==> src/rtl/i_fetch_pkg.sv <==
// rtl/i_fetch_pkg.sv - shared types and constants for the instruction fetch stage
package i_fetch_pkg;

  typedef enum logic [1:0] {
    IDLE = 2'd0,
    REQ  = 2'd1,
    WAIT = 2'd2
  } fetch_state_t;

  localparam int MISS_CNT_W = 16;
  localparam int FE_DATA_W  = 32;
  localparam int FE_ADD_W   = 12;

  // Buffered instruction as seen by decode: word plus the PC it was fetched from.
  typedef struct packed {
    logic [FE_DATA_W-1:0] data;
    logic [FE_ADD_W-1:0]  pc;
  } fetch_entry_t;

endpackage

==> src/rtl/i_fetch_fifo.sv <==
// rtl/i_fetch_fifo.sv - synchronous FIFO with flush, occupancy count and register-decoded head
module i_fetch_fifo #(
  parameter int DEPTH = 4,
  parameter int WIDTH = 44,
  localparam int CNT_W = $clog2(DEPTH) + 1
) (
  input  logic             clock,
  input  logic             reset_n,
  input  logic             flush,
  input  logic             push,
  input  logic [WIDTH-1:0] push_data,
  input  logic             pop,
  output logic             head_valid,
  output logic [WIDTH-1:0] head_data,
  output logic [CNT_W-1:0] count
);

  localparam int PTR_W = $clog2(DEPTH);

  logic [WIDTH-1:0] mem [DEPTH];
  logic [PTR_W-1:0] rd_ptr;
  logic [PTR_W-1:0] wr_ptr;
  logic             do_push;
  logic             do_pop;

  assign do_pop  = pop && (count != '0);
  assign do_push = push && ((count != CNT_W'(DEPTH)) || do_pop);

  always_ff @(posedge clock or negedge reset_n) begin
    if (!reset_n) begin
      for (int i = 0; i < DEPTH; i++) mem[i] <= '0;
      rd_ptr <= '0;
      wr_ptr <= '0;
      count  <= '0;
    end else if (flush) begin
      rd_ptr <= '0;
      wr_ptr <= '0;
      count  <= '0;
    end else begin
      if (do_push) begin
        mem[wr_ptr] <= push_data;
        wr_ptr      <= wr_ptr + PTR_W'(1);
      end
      if (do_pop) rd_ptr <= rd_ptr + PTR_W'(1);
      count <= count + CNT_W'(do_push) - CNT_W'(do_pop);
    end
  end

  // Head is a mux of storage registers only, so no input reaches it combinationally.
  assign head_valid = (count != '0);
  assign head_data  = mem[rd_ptr];

endmodule

==> src/rtl/i_fetch_unit.sv <==
// rtl/i_fetch_unit.sv - PC sequencing, read-only cache requests and instruction buffering
module i_fetch_unit
  import i_fetch_pkg::*;
#(
  parameter int DATA_WIDTH = 32,
  parameter int ADD_WIDTH  = 12,
  parameter int FIFO_DEPTH = 4,
  parameter int RESET_PC   = 0
) (
  input  logic                  clock,
  input  logic                  reset_n,
  input  logic                  fetch_en,
  input  logic                  redirect_valid,
  input  logic [ADD_WIDTH-1:0]  redirect_pc,
  output logic [ADD_WIDTH-1:0]  ic_add,
  output logic                  ic_ren,
  output logic                  ic_wen,
  output logic [DATA_WIDTH-1:0] ic_din,
  input  logic                  ic_hit_miss,
  input  logic [DATA_WIDTH-1:0] ic_q,
  output logic                  inst_valid,
  output logic [DATA_WIDTH-1:0] inst_data,
  output logic [ADD_WIDTH-1:0]  inst_pc,
  input  logic                  inst_ready,
  output logic [MISS_CNT_W-1:0] miss_count
);

  localparam int ENT_W = DATA_WIDTH + ADD_WIDTH;
  localparam int CNT_W = $clog2(FIFO_DEPTH) + 1;
  localparam logic [ADD_WIDTH-1:0] PC_RST = ADD_WIDTH'(RESET_PC);

  fetch_state_t       state;
  logic [ADD_WIDTH-1:0] pc;
  logic [ADD_WIDTH-1:0] pc_inc;
  logic                 miss_seen;
  logic                 pop_ok;
  logic                 hit;
  logic                 room_now;
  logic                 room_after_push;
  logic [CNT_W-1:0]     fifo_count;
  logic [CNT_W-1:0]     post_push_count;
  logic [ENT_W-1:0]     head_entry;

  assign ic_wen = 1'b0;
  assign ic_din = '0;

  assign pop_ok          = inst_valid & inst_ready;
  assign hit             = (state == WAIT) & ic_hit_miss;
  assign pc_inc          = pc + ADD_WIDTH'(1);
  assign post_push_count = fifo_count + CNT_W'(1) - CNT_W'(pop_ok);
  assign room_now        = fifo_count < CNT_W'(FIFO_DEPTH);
  assign room_after_push = post_push_count < CNT_W'(FIFO_DEPTH);

  i_fetch_fifo #(
    .DEPTH (FIFO_DEPTH),
    .WIDTH (ENT_W)
  ) u_fifo (
    .clock      (clock),
    .reset_n    (reset_n),
    .flush      (redirect_valid),
    .push       (hit & ~redirect_valid),
    .push_data  ({ic_q, pc}),
    .pop        (inst_ready & ~redirect_valid),
    .head_valid (inst_valid),
    .head_data  (head_entry),
    .count      (fifo_count)
  );

  assign inst_data = head_entry[ENT_W-1:ADD_WIDTH];
  assign inst_pc   = head_entry[ADD_WIDTH-1:0];

  // REQ exists only to let the cache see the new address; its output that cycle is stale.
  always_ff @(posedge clock or negedge reset_n) begin
    if (!reset_n) begin
      state      <= IDLE;
      pc         <= PC_RST;
      ic_add     <= PC_RST;
      ic_ren     <= 1'b0;
      miss_seen  <= 1'b0;
      miss_count <= '0;
    end else if (redirect_valid) begin
      pc        <= redirect_pc;
      miss_seen <= 1'b0;
      if (fetch_en) begin
        state  <= REQ;
        ic_add <= redirect_pc;
        ic_ren <= 1'b1;
      end else begin
        state  <= IDLE;
        ic_ren <= 1'b0;
      end
    end else begin
      case (state)
        IDLE: begin
          if (fetch_en && room_now) begin
            state  <= REQ;
            ic_add <= pc;
            ic_ren <= 1'b1;
          end
        end
        REQ: begin
          state     <= WAIT;
          miss_seen <= 1'b0;
        end
        WAIT: begin
          if (ic_hit_miss) begin
            pc <= pc_inc;
            if (fetch_en && room_after_push) begin
              state  <= REQ;
              ic_add <= pc_inc;
            end else begin
              state  <= IDLE;
              ic_ren <= 1'b0;
            end
          end else if (!miss_seen) begin
            miss_seen <= 1'b1;
            if (miss_count != '1) miss_count <= miss_count + MISS_CNT_W'(1);
          end
        end
        default: begin
          state  <= IDLE;
          ic_ren <= 1'b0;
        end
      endcase
    end
  end

endmodule
==> config.mk <==
export PLATFORM = sky130hd
export DESIGN_NAME = i_fetch_unit
export DESIGN_NICKNAME = d
export VERILOG_FILES = /design/src/rtl/i_fetch_pkg.sv /design/src/rtl/i_fetch_fifo.sv /design/src/rtl/i_fetch_unit.sv
export SDC_FILE = /design/constraint.sdc
export NUM_CORES = 1
export LEC_CHECK = 0
export ABC_AREA = 1
export ABC_CLOCK_PERIOD_IN_PS = 2100
export BUFFER_PORTS_ARGS = -buffer_cell sky130_fd_sc_hd__buf_2
export CORE_MARGIN = 2
export CORE_UTILIZATION = 30
export DETAILED_ROUTE_END_ITERATION = 12
export PLACE_DENSITY = 0.57
export SLEW_MARGIN = 10
export SYNTH_ARGS = -nofsm -noshare
export SYNTH_HDL_FRONTEND = slang
export SYNTH_HIERARCHICAL = 1
export SYNTH_SLANG_ARGS = --single-unit
==> constraint.sdc <==
create_clock -name clock -period 2.1 [get_ports clock]
set_input_delay 0.42 -clock clock [delete_from_list [all_inputs] [get_ports clock]]
set_output_delay 0.42 -clock clock [all_outputs]
set_load 0.01 [all_outputs]
==> results.json, run 1 <==
{
  "outcome": "finished, violations left",
  "violations": "setup timing",
  "grt_pass1_vias": 10720,
  "num_rows": 73,
  "hold_viol": 0,
  "peakVddDrop_mv": 0.6315,
  "synth_simple_gate_area_share_pct": 32.83,
  "synth_common_cells": "nand2_1, dfrtp_1, nand4_1",
  "fmax_mhz": 436.9,
  "crit_type": "flop to output port",
  "period_share_pct": 109.0,
  "netlist_area_mm2": 0.01192,
  "fin_nets": 1670,
  "seqPwrFrac_pct": 35.8,
  "clock-sinks": 227,
  "cts_tree": "done",
  "yosys_warnings": 6,
  "grt_usage_pct": 18.02,
  "clk_pin_slew_ps": 60,
  "synth-xor-area-share_pct": 0.9556,
  "hpwl_mm": 21.34,
  "wl_per_cell_um": 18.19,
  "core_area_mm2": 0.03946,
  "min_period_ps": 2289,
  "vias_per_cell": 5.161,
  "port_buffers": 123,
  "synth_compound_area_share_pct": 8.747,
  "drc": 0,
  "dpl-instance-area_mm2": 0.01331,
  "numCtsBuffers": 28,
  "cp.required_ps": 1680,
  "synthFlopType": "dfrtp_1",
  "synth_fa_ha_area_share_pct": 1.008,
  "wl_mm": 39.20,
  "maxSlewViolCount": 0,
  "end_kind": "output port",
  "path_max_fanout": 12,
  "final_util_pct": 38.18,
  "finalClockSkew_ps": 12.15,
  "worstHoldPathCells": 3,
  "grt_max_degree": 84,
  "drive_gt1_share_pct": 23.50,
  "cts_htree_levels": 1,
  "vias": 11122,
  "power.density_mw_per_mm2": 1054,
  "cp.arrival_ps": 1870,
  "p_sw_mw": 5.625,
  "synth_area_leaders": "dfrtp_1, nand2_1, nand4_1",
  "synth_seq_cells": 227,
  "drtPass1Iterations": 7,
  "pwr-share-comb_pct": 32.7,
  "gr-total-overflow": 0,
  "clock_path_buffers": 3,
  "synth_area_per_cell_um2": 7.970,
  "n_antenna_cell": 0,
  "place_ws_ps": 9.831,
  "synth_top_area_share_pct": 47.67,
  "maxCapViolCount": 0,
  "dieArea_mm2": 0.04133,
  "power_frac_clock_pct": 31.5,
  "netlist_instances": 1495,
  "rsz0062_at_grt": "yes",
  "reg2reg_depth": 12,
  "synth_top_family_by_area": "simple AND/OR/NAND/NOR gates",
  "clk_latency_ps": 560,
  "r2r_end": "u_fifo/count[1]$_DFF_PN0_",
  "fin_cells": 2155,
  "rr_startpoint": "state[0]$_DFFE_PN0P_",
  "drt_iter0_markers": 1068,
  "dp_cells": 2084,
  "start_kind": "flop",
  "synth_edf_count": 0,
  "reg2reg_setup_slack_ps": 110,
  "setup_ws_ps": -188.7,
  "die_w_um": 203.3,
  "fp.dieH_um": 203.3,
  "gp_congestion": 0.8411,
  "initial_core_util_pct": 30.20,
  "area_delta_synth_final_pct": 26.45,
  "p_leak_nw": 7.789,
  "slew_headroom_pct": 64.11,
  "post-synth-top-count-cell": "nand2_1",
  "hold_path.class": "primary input to flop",
  "cts-root-buf": "clkbuf_16",
  "finalInstanceArea_mm2": 0.01507,
  "hold-path-endpoint": "u_fifo/mem[34]$_DFFE_PN0P_",
  "ys_seq_area_share_pct": 47.67,
  "tightestPinTransition_ps": 538.4,
  "setup_viol": 44,
  "io_pins": 157,
  "whs_ps": 136.1,
  "ys_async_sr_fraction_pct": 100.0,
  "synthMuxAreaShare_pct": 0,
  "synthDistinctLibCells": 41,
  "yosys.area.top_type": "dfrtp_1",
  "grt_pass1_wl_mm": 59.89,
  "intPower_mw": 10.26,
  "grt_antenna_before_repair": 1,
  "hold_start": "ic_q[22]",
  "sw_frac_of_total_pct": 35.41,
  "ant_nets": 0
}
repair_timing:
action	in CTS	in global routing
hold buffers	1	0
gates resized for setup	51	71
buffers inserted	5	3
pin swaps	6	26
setup endpoints to repair	44	50
cloned	4	9
hold endpoints to repair	51	0
area by class of cell:
class / count / area (um2)
clock inverter: 9 / 122.6
inverter: 57 / 229.0
clock buffer: 40 / 817.0
tap: 525 / 656.9
timing repair buffer: 201 / 1823
multi-input combinational: 1096 / 5733
fill: 4065 / 24390
sequential: 227 / 5685
logic make-up (layout without fill, tap and decap cells):
kind of cell / after synthesis / count (layout)
XOR/XNOR: 13 / 13
flip-flops: 227 / 227
buffers and inverters: 204 / 307
AO/OA/AOI/OAI: 183 / 183
adder cells (fa/ha/maj): 9 / 9
AND/OR/NAND/NOR: 858 / 858
other: 1 / 33
worst max-delay path, stage by stage, from the launching register on:
cell	delay [ps]
dfrtp_2	490
buf_4	190
buf_6	200
nor2_1	80
o22ai_2	170
buf_2	170
power by group through the flow:
stage / clock network [mW] / registers (mW) / logic [mW]
after floorplan: 0 / 5.71 / 2.64
after global placement: 0 / 5.70 / 4.44
after detailed placement: 0 / 5.72 / 4.47
after CTS: 5.13 / 5.66 / 4.83
after global routing: 5.31 / 5.80 / 5.75
final: 5.00 / 5.69 / 5.20
how the worst max path moves through the flow:
stage / to / start
final: inst_data[27] / u_fifo/rd_ptr[0]$_DFFE_PN0P_
after global routing: inst_data[0] / u_fifo/rd_ptr[0]$_DFFE_PN0P_
after CTS: inst_data[11] / u_fifo/rd_ptr[0]$_DFFE_PN0P_
after detailed placement: u_fifo/count[1]$_DFF_PN0_ / redirect_valid
after global placement: u_fifo/count[1]$_DFF_PN0_ / redirect_valid
after floorplan: u_fifo/count[1]$_DFF_PN0_ / redirect_valid
flip-flops by register name, indices dropped and copies added (netlist names):
register	flops
u_fifo/rd_ptr	2
u_fifo/wr_ptr	2
miss_count	16
pc	12
u_fifo/mem	176
u_fifo/count	3
state	2
ic_ren	1
ic_add	12
miss_seen	1
placed cells by master (no fill, tap or decap), drive strengths merged, types with 2 or more instances in the layout:
cell type,count
a21oi,8
a22oi,2
a31oi,6
buf,193
bufinv,3
clkbuf,47
clkinv,5
conb,33
dfrtp,227
ha,8
inv,57
nand2,493
nand3,35
nand4,191
nor2,127
nor3,11
o211ai,3
o21ai,119
o22ai,44
xnor2,2
xor2,11
per-stage QoR:
step	TNS [ps]	total power, mW
after CTS	-6664	15.62
after floorplan	0	8.352
after detailed placement	0	10.18
final	-6125	15.89
after global placement	0	10.14
after global routing	-9149	16.86
metal layers:
| metal | track usage, % | wire (um) | up-vias |
|---|---|---|---|
| met3 | 3.084 | 2888 | 59 |
| met5 | 0 | 0 | - |
| li1 | - | - | 5223 |
| met1 | 25.96 | 17690 | 5400 |
| met4 | 4.536 | 710 | 0 |
| met2 | 28.02 | 17910 | 440 |
Power figures use the tool's default switching activity.
==> run 2: changes to the inputs <==
--- a/config.mk
+++ b/config.mk
@@ -7,11 +7,11 @@
 export LEC_CHECK = 0
 export ABC_AREA = 1
 export ABC_CLOCK_PERIOD_IN_PS = 2100
-export BUFFER_PORTS_ARGS = -buffer_cell sky130_fd_sc_hd__buf_2
 export CORE_MARGIN = 2
 export CORE_UTILIZATION = 30
 export DETAILED_ROUTE_END_ITERATION = 12
-export PLACE_DENSITY = 0.57
+export DONT_BUFFER_PORTS = 1
+export PLACE_DENSITY = 0.53
 export SLEW_MARGIN = 10
 export SYNTH_ARGS = -nofsm -noshare
 export SYNTH_HDL_FRONTEND = slang
==> results.json, run 2 (same netlist as run 1, synthesis figures left out) <==
{
  "clk_pin_slew_ps": 60,
  "grt_usage_pct": 19.30,
  "grt_max_degree": 228,
  "wl_per_cell_um": 19.61,
  "regMostFlops": "u_fifo/mem",
  "ctsHoldBuffers": 33,
  "die_w_um": 203.3,
  "path_max_fanout": 8,
  "final_common_cell": "nand2_1",
  "path_cells": "buf_6 -> clkinv_8 -> buf_8 -> buf_16 -> o21ai_2 -> o22ai_2 -> buf_4",
  "vias_per_cell": 5.257,
  "drc": 0,
  "rsz0062_at_grt": "yes",
  "whs_ps": -462.1,
  "setup_ws_ps": -200.5,
  "power.total_mw": 16.22,
  "p_leak_nw": 7.529,
  "grt_pass1_wl_mm": 63.31,
  "mostFrequentLayoutCells": "nand2_1, dfrtp_1, nand4_1, nor2_1, o21ai_1",
  "clk_latency_ps": 580,
  "power.density_mw_per_mm2": 1073,
  "drive_gt1_share_pct": 18.98,
  "ant_nets": 0,
  "fin_cells": 2075,
  "dieArea_mm2": 0.04133,
  "setup_viol": 44,
  "grt_antenna_before_repair": 1,
  "maxCapViolCount": 0,
  "core_area_mm2": 0.03946,
  "area_delta_synth_final_pct": 26.89,
  "clock_path_buffers": 3,
  "peakVddDrop_mv": 0.5955,
  "vias": 10909,
  "dp_cells": 1959,
  "largest_reg_flops": 176,
  "start_kind": "flop",
  "drtPass1Iterations": 6,
  "numCtsBuffers": 29,
  "gp_congestion": 0.8217,
  "fp.dieH_um": 203.3,
  "io_pins": 157,
  "num_rows": 73,
  "initial_core_util_pct": 30.20,
  "hpwl_mm": 20.21,
  "wl_mm": 40.68,
  "min_period_ps": 2300,
  "tightestPinTransition_ps": 652.3,
  "slowest_delay_ps": 420,
  "outcome": "finished, violations left",
  "grt_pass1_vias": 10712,
  "top_regs": "u_fifo/mem (176), miss_count (16)",
  "cp.required_ps": 1680,
  "crit_buf_inv": 5,
  "cts-root-buf": "clkbuf_16",
  "drt_iter0_markers": 836,
  "fmax_mhz": 434.7,
  "crit_family": "buffers and inverters",
  "cts_tree": "done",
  "hold_viol": 227,
  "port_buffers": 0,
  "crit_type": "flop to output port",
  "end_kind": "output port",
  "finalClockSkew_ps": 16.89,
  "place_ws_ps": 68.22,
  "fin_nets": 1585,
  "hold_path.class": "primary input to asynchronous set/reset pin",
  "clock-sinks": 227,
  "gr-total-overflow": 0,
  "violations": "hold timing, setup timing",
  "slew_headroom_pct": 56.51,
  "slowest_stage": "dfrtp_2",
  "period_share_pct": 109.5,
  "maxSlewViolCount": 0,
  "cts_htree_levels": 1,
  "cp.arrival_ps": 1880
}
## run 2: per-stage QoR
step | util, % | setup TNS (ps) | cell area, um2
after global routing | 38.32 | -8320 | 15120
after detailed placement | 31.91 | 0 | 12590
final | 38.32 | -5294 | 15120
after global placement | 31.91 | 0 | 12590
after floorplan | - | 0 | 12100
after CTS | 37.69 | -6735 | 14870
## run 2: routing by layer
layer | up-vias | wire (um) | global-route usage (%)
met5 | - | 0 | 0
met4 | 0 | 870 | 5.136
met3 | 56 | 2799 | 3.372
met2 | 390 | 18440 | 29.45
met1 | 5385 | 18570 | 28.14
li1 | 5078 | - | -
## run 2: repair_timing
item,CTS,global route
setup endpoints to repair,44,46
setup buffers,10,4
pin swaps,30,14
gates cloned,12,3
endpoints found under the hold margin,359,227
resized for setup,133,49
## run 2: worst register-to-register path, cell delays in order (launching register included)
cell and delay (ps):
dfrtp_1 370, inv_2 90, nand2_4 70, nor2_8 110, inv_2 50, nor2_4 100
nand2_4 70, ha_4 200, inv_1 50, ha_2 150, inv_1 50, fa_2 510
nor2_1 40
## run 2: final timing paths
| check | cells past startpoint | slack, ps | startpoint | end |
|---|---|---|---|---|
| worst max-delay path | 7 | -200 | u_fifo/rd_ptr[0]$_DFFE_PN0P_ | inst_pc[5] |
| worst min-delay path | 0 | -460 | reset_n | u_fifo/mem[163]$_DFFE_PN0P_ |
| worst max register to register | 12 | 110 | state[0]$_DFFE_PN0P_ | u_fifo/count[1]$_DFF_PN0_ |
| worst min register to register | 2 | 480 | u_fifo/mem[43]$_DFFE_PN0P_ | u_fifo/mem[43]$_DFFE_PN0P_ |
| max in group asynchronous | 0 | 2150 | reset_n | pc[1]$_DFFE_PN0P_ |
| min in group clock | 3 | 30 | redirect_valid | u_fifo/wr_ptr[1]$_DFFE_PN0P_ |
## run 2: final cells by class
type,instances,area (um2)
fill,3979,24340
multi-input combinational,1096,5927
sequential,227,5684
timing repair buffer,115,1580
clock buffer,45,895.9
tap,525,656.9
inverter,57,234.0
clock inverter,9,138.9
antenna,1,2.502
## run 2: power breakdown
group,internal (mW),switching [mW]
Clock,3.30,2.06
Sequential,5.08,0.766
Combinational,2.13,2.89
Total,10.5,5.72
==> run 3: changes to the inputs <==
--- a/config.mk
+++ b/config.mk
@@ -5,13 +5,14 @@
 export SDC_FILE = /design/constraint.sdc
 export NUM_CORES = 1
 export LEC_CHECK = 0
-export ABC_AREA = 1
+export ABC_AREA = 0
 export ABC_CLOCK_PERIOD_IN_PS = 2100
 export CORE_MARGIN = 2
 export CORE_UTILIZATION = 30
 export DETAILED_ROUTE_END_ITERATION = 12
 export DONT_BUFFER_PORTS = 1
 export PLACE_DENSITY = 0.53
+export REMOVE_ABC_BUFFERS = 1
 export SLEW_MARGIN = 10
 export SYNTH_ARGS = -nofsm -noshare
 export SYNTH_HDL_FRONTEND = slang
==> results.json, run 3 <==
{
  "slew_headroom_pct": 46.43,
  "synth_edf_count": 0,
  "clk_latency_ps": 540,
  "num_rows": 69,
  "rr_startpoint": "state[0]$_DFFE_PN0P_",
  "cts_tree": "done",
  "rsz0062_at_grt": "yes",
  "port_buffers": 0,
  "largest_reg_flops": 176,
  "sw_frac_of_total_pct": 27.81,
  "synth_seq_cells": 227,
  "seqPwrFrac_pct": 41.2,
  "drtPass1Iterations": 4,
  "period_share_pct": 109.3,
  "synth_area_leaders": "dfrtp_1, mux2_2, mux4_2",
  "ant_nets": 0,
  "end_kind": "output port",
  "p_sw_mw": 3.747,
  "cts-root-buf": "clkbuf_16",
  "regMostFlops": "u_fifo/mem",
  "synth_common_cells": "dfrtp_1, mux2_2, mux4_2",
  "power.density_mw_per_mm2": 990.7,
  "core_area_mm2": 0.03557,
  "n_antenna_cell": 0,
  "wl_per_cell_um": 19.61,
  "hold_path.class": "primary input to asynchronous set/reset pin",
  "setup_viol": 45,
  "violations": "hold timing, setup timing",
  "ys_seq_area_share_pct": 52.32,
  "initial_core_util_pct": 30.52,
  "power_frac_clock_pct": 33.3,
  "vias": 6401,
  "cp.required_ps": 1680,
  "grt_pass1_wl_mm": 40.74,
  "mostFrequentLayoutCells": "dfrtp_1, mux2_2, dlygate4sd3_1, buf_4, mux4_2",
  "post-synth-top-count-cell": "dfrtp_1",
  "cts_htree_levels": 1,
  "path_max_fanout": 7,
  "wl_mm": 26.32,
  "fin_nets": 924,
  "clock_path_buffers": 3,
  "fp.dieH_um": 194.2,
  "grt_max_degree": 228,
  "r2r_end": "u_fifo/count[2]$_DFF_PN0_",
  "maxCapViolCount": 0,
  "finalClockSkew_ps": 15.76,
  "synthDistinctLibCells": 57,
  "reg2reg_depth": 12,
  "synthFlopType": "dfrtp_1",
  "whs_ps": -404.7,
  "reg2reg_setup_slack_ps": -120,
  "gp_congestion": 0.7164,
  "netlist_instances": 752,
  "endpoint": "inst_pc[10]",
  "crit_type": "flop to output port",
  "netlist_area_mm2": 0.01086,
  "fmax_mhz": 435.8,
  "area_delta_synth_final_pct": 25.26,
  "p_leak_nw": 6.133,
  "grt_antenna_before_repair": 0,
  "clock-sinks": 227,
  "io_pins": 157,
  "top_regs": "u_fifo/mem (176), miss_count (16)",
  "grt_pass1_vias": 6763,
  "grt_usage_pct": 13.61,
  "ys_async_sr_fraction_pct": 100.0,
  "finalSetupTns_ps": -6381,
  "final_common_cell": "dfrtp_1",
  "setup_ws_ps": -194.8,
  "outcome": "finished, violations left",
  "gr-total-overflow": 0,
  "dieArea_mm2": 0.03773,
  "yosys.area.top_type": "dfrtp_1",
  "clk_pin_slew_ps": 60,
  "hpwl_mm": 15.44,
  "startpoint": "u_fifo/rd_ptr[0]$_DFFE_PN0P_",
  "cp.arrival_ps": 1870,
  "tightestPinTransition_ps": 803.5,
  "peakVddDrop_mv": 0.5580,
  "numCtsBuffers": 26,
  "vias_per_cell": 4.770,
  "synth_area_per_cell_um2": 14.44,
  "maxSlewViolCount": 0,
  "synth_top_area_share_pct": 52.32,
  "pwr-share-comb_pct": 25.5,
  "drive_gt1_share_pct": 41.88,
  "die_w_um": 194.2,
  "start_kind": "flop",
  "intPower_mw": 9.726,
  "hold_viol": 227,
  "yosys_warnings": 6,
  "drc": 0,
  "min_period_ps": 2295,
  "power.total_mw": 13.47,
  "drt_iter0_markers": 170
}
run 3: power groups by stage:
stage	registers [mW]	logic [mW]	clock network [mW]
CTS	5.55	3.32	4.68
finish	5.55	3.44	4.49
detailed placement	5.61	2.79	0
floorplan	5.61	1.91	0
global placement	5.60	2.74	0
global route	5.64	3.70	4.88
run 3: cells by family after synthesis:
logic type	Yosys count	share of synthesized area [%]
other	1	0.03454
flip-flops	227	52.32
buffers and inverters	86	5.428
adder cells (fa/ha/maj)	9	1.106
multiplexers	247	30.15
XOR/XNOR	31	2.501
AND/OR/NAND/NOR	110	5.774
AO/OA/AOI/OAI	41	2.685
run 3: layout make-up:
type | count | area, um2
Multi-Input combinational cell | 472 | 4986
Tap cell | 461 | 576.8
Inverter | 12 | 45.04
Clock inverter | 7 | 85.08
Sequential cell | 227 | 5687
Fill cell | 3384 | 21970
Timing Repair Buffer | 126 | 1466
Clock buffer | 37 | 753.2
run 3: how the worst min path moves through the flow:
stage                     slack (ps)  cells after the start    start                         to
after global placement           140                      0  reset_n  u_fifo/count[0]$_DFF_PN0_
after global routing            -450                      0  reset_n      ic_add[5]$_DFFE_PN0P_
after floorplan                  120                      0  reset_n      ic_add[0]$_DFFE_PN0P_
final                           -400                      0  reset_n          pc[6]$_DFFE_PN0P_
after CTS                       -440                      0  reset_n  miss_count[8]$_DFFE_PN0P_
after detailed placement         140                      0  reset_n  u_fifo/count[0]$_DFF_PN0_
run 3: metal layers:
layer | up-vias | share of wire (%) | GRT usage (%)
met5 | - | 0 | 0
met4 | 0 | 2.3 | 4.068
met3 | 27 | 4.9 | 3.235
met2 | 120 | 48 | 22.12
met1 | 3346 | 45 | 18.08
li1 | 2908 | - | -
run 3: timing repair:
item / 4_1_cts / 5_1_grt
cloned: 4 / 6
setup buffers: 6 / 9
hold buffers: 25 / 23
gates resized for setup: 60 / 18
setup endpoints to repair: 54 / 235
pin swaps: 5 / 11
hold endpoints to repair: 280 / 272
run 3: worst max-delay path: stages, from the launching register on:
cell     delay [ps]
dfrtp_4         440
buf_12          150
buf_16          150
mux4_2          600
run 3: per-stage QoR:
stage	instances	instance area (um2)	utilization, %	setup slack (ps)
after floorplan	710	10430	-	-3915
after CTS	1308	13140	36.95	-244.8
after global placement	1229	11660	32.79	-254.3
after global routing	1342	13600	38.23	-267.1
final	1342	13600	38.23	-194.8
after detailed placement	1229	11660	32.79	-283.9
